$ cat src/rtl/gate_sweep_if.sv
// gate_sweep_if: control, gate-stimulus and result-read signals of the gate sweep sequencer.
interface gate_sweep_if #(parameter int N_IN = 4);
   logic            start;
   logic            abort;
   logic [N_IN-1:0] stim;
   logic            e_in;
   logic            f_in;
   logic            g_in;
   logic            busy;
   logic            done;
   logic [N_IN-1:0] vec_idx;
   logic [N_IN-1:0] rd_addr;
   logic [2:0]      rd_data;
   logic [N_IN:0]   err_cnt;
   modport master (output start, abort, e_in, f_in, g_in, rd_addr,
                   input  stim, busy, done, vec_idx, rd_data, err_cnt);
   modport slave  (input  start, abort, e_in, f_in, g_in, rd_addr,
                   output stim, busy, done, vec_idx, rd_data, err_cnt);
endinterface

$ cat src/rtl/gate_sweep_ctrl.sv
// gate_sweep_ctrl: clocked exhaustive sweep of gate inputs with settle, capture into result RAM and registered read.
// NOR_CHECK_EN adds a NOR check on e with a saturating mismatch counter; otherwise err_cnt is 0.
module gate_sweep_ctrl #(
   parameter int N_IN       = 4,
   parameter int SETTLE_CYC = 4,
   parameter int START_VEC  = 0
) (
   input logic        clk,
   input logic        rst,
   gate_sweep_if.slave bus
);
   localparam int NV = 1 << N_IN;
   localparam logic [N_IN-1:0] LAST_VEC = N_IN'(NV - 1);
   localparam logic [N_IN-1:0] FIRST_VEC = N_IN'(START_VEC);
   localparam logic [7:0] CNT_LAST = 8'(SETTLE_CYC - 1);

   typedef enum logic [1:0] {IDLE, SETTLE, CAPTURE, FINISH} state_t;

   state_t          state_q, state_d;
   logic [7:0]      cnt_q;
   logic [N_IN-1:0] stim_q, vec_q;
   logic            busy_q, done_q;
   logic [2:0]      rd_q;
   logic [2:0]      ram [NV];
   logic            go, adv;

   assign go  = state_q == IDLE && bus.start && !bus.abort;
   assign adv = state_q == CAPTURE && vec_q != LAST_VEC && !bus.abort;

   always_comb begin
      state_d = bus.abort                                ? IDLE :
                go                                       ? SETTLE :
                (state_q == SETTLE && cnt_q == CNT_LAST) ? CAPTURE :
                state_q == CAPTURE                       ? (vec_q == LAST_VEC ? FINISH : SETTLE) :
                state_q == FINISH                        ? IDLE : state_q;
   end

   always_ff @(posedge clk) begin
      if (rst) begin
         state_q <= IDLE;
         cnt_q   <= '0;
         stim_q  <= '0;
         vec_q   <= '0;
         busy_q  <= 1'b0;
         done_q  <= 1'b0;
         rd_q    <= '0;
      end else begin
         state_q <= state_d;
         busy_q  <= state_d == SETTLE || state_d == CAPTURE;
         done_q  <= state_q == FINISH && !bus.abort;
         cnt_q   <= state_q == SETTLE ? cnt_q + 8'd1 : 8'd0;
         rd_q    <= ram[bus.rd_addr];
         if (go) begin
            vec_q  <= FIRST_VEC;
            stim_q <= FIRST_VEC;
         end else if (adv) begin
            vec_q  <= vec_q + 1'b1;
            stim_q <= vec_q + 1'b1;
         end
      end
   end

   // Result RAM is deliberately not reset; an aborted capture still lands.
   always_ff @(posedge clk) begin
      if (state_q == CAPTURE) ram[vec_q] <= {bus.g_in, bus.f_in, bus.e_in};
   end

`ifdef NOR_CHECK_EN
   logic [N_IN:0] err_q;
   always_ff @(posedge clk) begin
      if (rst || go) err_q <= '0;
      else if (state_q == CAPTURE && bus.e_in != ~|stim_q && err_q != '1) err_q <= err_q + 1'b1;
   end
   assign bus.err_cnt = err_q;
`else
   assign bus.err_cnt = '0;
`endif

   assign bus.stim    = stim_q;
   assign bus.vec_idx = vec_q;
   assign bus.busy    = busy_q;
   assign bus.done    = done_q;
   assign bus.rd_data = rd_q;
endmodule

$ cat src/flat_wrapper.sv
// flat-port wrapper written by rule: the top's interface ports become plain ports
module gate_sweep_ctrl_flat 
#(
   parameter int N_IN       = 4,
   parameter int SETTLE_CYC = 4,
   parameter int START_VEC  = 0
)
  (clk, rst, bus_start, bus_abort, bus_e_in, bus_f_in, bus_g_in, bus_rd_addr, bus_stim, bus_busy, bus_done, bus_vec_idx, bus_rd_data, bus_err_cnt);
  gate_sweep_if #(.N_IN(N_IN)) bus_i ();
  input logic clk;
  input logic rst;
  input wire logic [$bits(bus_i.start)-1:0] bus_start;
  input wire logic [$bits(bus_i.abort)-1:0] bus_abort;
  input wire logic [$bits(bus_i.e_in)-1:0] bus_e_in;
  input wire logic [$bits(bus_i.f_in)-1:0] bus_f_in;
  input wire logic [$bits(bus_i.g_in)-1:0] bus_g_in;
  input wire logic [$bits(bus_i.rd_addr)-1:0] bus_rd_addr;
  output wire logic [$bits(bus_i.stim)-1:0] bus_stim;
  output wire logic [$bits(bus_i.busy)-1:0] bus_busy;
  output wire logic [$bits(bus_i.done)-1:0] bus_done;
  output wire logic [$bits(bus_i.vec_idx)-1:0] bus_vec_idx;
  output wire logic [$bits(bus_i.rd_data)-1:0] bus_rd_data;
  output wire logic [$bits(bus_i.err_cnt)-1:0] bus_err_cnt;
  assign bus_i.start = bus_start;
  assign bus_i.abort = bus_abort;
  assign bus_i.e_in = bus_e_in;
  assign bus_i.f_in = bus_f_in;
  assign bus_i.g_in = bus_g_in;
  assign bus_i.rd_addr = bus_rd_addr;
  assign bus_stim = bus_i.stim;
  assign bus_busy = bus_i.busy;
  assign bus_done = bus_i.done;
  assign bus_vec_idx = bus_i.vec_idx;
  assign bus_rd_data = bus_i.rd_data;
  assign bus_err_cnt = bus_i.err_cnt;
  gate_sweep_ctrl #(.N_IN(N_IN), .SETTLE_CYC(SETTLE_CYC), .START_VEC(START_VEC)) u_core (.clk(clk), .rst(rst), .bus(bus_i));
endmodule
$ cat config.mk
export PLATFORM = sky130hd
export DESIGN_NAME = gate_sweep_ctrl_flat
export DESIGN_NICKNAME = d
export VERILOG_FILES = /design/src/rtl/gate_sweep_if.sv /design/src/rtl/gate_sweep_ctrl.sv /design/src/flat_wrapper.sv
export SDC_FILE = /design/constraint.sdc
export NUM_CORES = 1
export LEC_CHECK = 0
export CORE_MARGIN = 2
export CORE_UTILIZATION = 56
export CTS_BUF_LIST = sky130_fd_sc_hd__clkbuf_8 sky130_fd_sc_hd__clkbuf_16
export DETAILED_ROUTE_END_ITERATION = 8
export PLACE_DENSITY_LB_ADDON = 0.15
export SLEW_MARGIN = 30
export SYNTH_ARGS = -nofsm -noshare
export SYNTH_HDL_FRONTEND = slang
export SYNTH_SLANG_ARGS = --single-unit
$ cat constraint.sdc
create_clock -name clk -period 1.6 [get_ports clk]
set_input_delay 0.32 -clock clk [delete_from_list [all_inputs] [get_ports clk]]
set_output_delay 0.32 -clock clk [all_outputs]
set_load 0.005 [all_outputs]
==> impl_metrics.json <==
{
  "worst_setup_path_start_kind": "register",
  "layout-drive-gt1-share": 0.243,
  "clock_tree.buffer_depth": 2,
  "crit_chain": "clkdlybuf4s50_1",
  "worstSetupEndpointType": "output port",
  "crit_buf_inv": 1,
  "hp-class": "register to register",
  "final-hold-violation-count": 0,
  "first_global_vias": 1874,
  "setup_violations": 0,
  "start_util": 0.579,
  "synthTopCellsByArea": "edfxtp_1 49%, dfxtp_1 13%, ha_1 3.8%, mux4_1 3.6%, mux2_2 3.0%",
  "core_area_um2": 5110,
  "leakage_nw": 1.28,
  "placedCellCount": 331,
  "fin_nets": 295,
  "cap_viol_max_count": 0,
  "p_comb_frac": 0.056,
  "fp.dieH_um": 76.6,
  "fin_hold_ws_ns": 0.448,
  "track_usage": 0.201,
  "firstDrtPassIters": 4,
  "clk_pin_slew_ns": 0.06,
  "synth_cells": 226,
  "status": "finished clean",
  "p_sw_frac": 0.194,
  "final_core_util": 0.707,
  "synth_edf_count": 48,
  "fmax_mhz": 649,
  "maxSlewViolCount": 0,
  "fin_ws_ns": 0.0598,
  "synth.avg_cell_area_um2": 13.1,
  "dpl_worst_slack_ns": -0.355,
  "cts-root-buf": "clkbuf_8",
  "seqPwrFrac": 0.532,
  "p_int_w": 0.00282,
  "cp_slowest_cell": "clkdlybuf4s50_1",
  "dr_total_vias": 1856,
  "drc_errors": 0,
  "antenna_found_initial": 0,
  "rsz0062_at_grt": "false",
  "synth_top_cell_area_share": 0.488,
  "setup_tns_ns": 0,
  "cts-htree-levels": 3,
  "yosysUniqueCellTypes": 46,
  "die_area_um2": 5870,
  "crit_family": "buffers and inverters",
  "power_density_nw_per_um2": 971,
  "ys_seq_area_frac": 0.616,
  "cts_sinks": 67,
  "final.min_clock_period_ns": 1.54,
  "syn2layout_area_growth_pct": 22.1,
  "layout_commonest_cell": "edfxtp_1",
  "antenna_left": 0,
  "routed_wl_um": 5420,
  "cts_made_buffers": 9,
  "synth-seq-cells": 67,
  "die_w_um": 76.6,
  "synth_top_area_cell": "edfxtp_1",
  "grt_pass1_wl_um": 8940,
  "cts_tree": "built",
  "skew_ns": 0.00840,
  "clk_latency_ns": 0.33,
  "ir_drop_uv": 761,
  "wl_per_cell_um": 15.5,
  "place_hpwl_um": 3950,
  "arrival_ns": 1.22,
  "port_buffers": 23,
  "ys.warnings.count": 0,
  "rows": 26,
  "clock_power_share": 0.412,
  "gp_congestion": 0.774,
  "async_reset_ff_frac": 0,
  "first_iter_violations": 118,
  "antenna_cells": 0,
  "required_ns": 1.28,
  "avgViaCountPerCell": 5.30,
  "worst_path_largest_cell_delay_ns": 0.51,
  "min_period_over_period": 0.963,
  "instances_no_fill": 350,
  "grt_max_degree": 17,
  "path_class": "register to output port",
  "synth_ff_type": "edfxtp_1",
  "syn-cell-area_um2": 2960,
  "switching_power_w": 0.000680,
  "ios": 29,
  "mostFrequentLayoutCells": "48 x edfxtp_1, 28 x buf_4, 18 x nor2_1, 18 x clkdlybuf4s50_1, 16 x dfxtp_1",
  "cp_max_fo": 9,
  "grt_overflow_total": 0
}
==> cells by family (layout without fill, tap and decap cells) <==
kind of cell	count (synthesis)	after routing	synth area share
muxes	15	15	0.0847
and+or+nand+nor	69	69	0.119
AOI/OAI and AO/OA	34	34	0.0749
other	1	5	0.00127
xor gates and xnor gates	4	4	0.0119
DFF	67	67	0.616
buffers and inverters	27	77	0.0542
adders and majority gates	9	9	0.0381
==> cell type report <==
cell class,count,area (um^2)
fillers,353,1500
clock inverters,7,82.6
repair buffers,53,457
multi-input cells,136,998
clock buffers,9,124
well taps,70,87.6
flip-flops and latches,67,1830
inverters,8,30.0
==> sequential cells by signal (all words and copies together) (netlist names) <==
name / cells
u_core.bus.busy: 1
u_core.bus.done: 1
u_core.bus.rd_data: 3
u_core.bus.stim: 4
u_core.cnt_q: 8
u_core.ram: 48
u_core.state_q: 2
==> layer usage <==
layer	wire, um	vias up	track usage
met2	2760	49	0.353
li1	-	915	-
met4	108	0	0.0745
met3	199	9	0.0509
met5	0	-	0
met1	2350	883	0.238
==> Yosys cell counts (all sizes together) (2+ instances only) <==
library cell  instances
o21ai                 7
mux2                  8
nor3b                 2
nand2b                7
mux4                  6
dfxtp                19
clkbuf                3
nand2                13
edfxtp               48
o22ai                 3
buf                  16
a211oi                2
nand3                 7
xor2                  3
nor2                 18
or3                   3
and2                  2
inv                   8
ha                    9
nor4b                 2
a21oi                 8
nor3                  5
o31ai                 3
nor2b                 4
a22oi                 3
nand4                 2
==> path summary, 6_finish.rpt <==
check             cells after the start  slack, ns                 end                from
setup / recovery                      1       0.06      bus_vec_idx[2]  u_core.bus.stim[2]
hold / removal                        1       0.45     u_core.cnt_q[0]     u_core.cnt_q[0]
setup reg to reg                      5       0.13  u_core.bus.stim[3]   u_core.state_q[0]
hold reg to reg                       1       0.45     u_core.cnt_q[0]     u_core.cnt_q[0]
==> power by group through the flow <==
| stage | clock network [W] | registers, W | logic (W) |
|---|---|---|---|
| after CTS | 0.00148 | 0.00187 | 0.000190 |
| final | 0.00144 | 0.00187 | 0.000195 |
| after global placement | 0 | 0.00191 | 0.000182 |
| after floorplan | 0 | 0.00191 | 0.000101 |
| after detailed placement | 0 | 0.00191 | 0.000189 |
| after global routing | 0.00155 | 0.00186 | 0.000212 |
==> metrics by stage <==
stage | power [W] | area [um^2]
6_report | 0.00350 | 3610
5_1_grt | 0.00363 | 3610
4_1_cts | 0.00353 | 3570
3_5_place_dp | 0.00210 | 3360
3_3_place_gp | 0.00209 | 3360
2_1_floorplan | 0.00201 | 2970
==> what timing repair did <==
item | in CTS | in global routing
buffers inserted | 0 | 3
resized for setup | 11 | 10
gates cloned | 0 | 0
hold buffers | 0 | 0
endpoints found under the setup margin | 8 | 11
(Power assumes the default switching activity.)
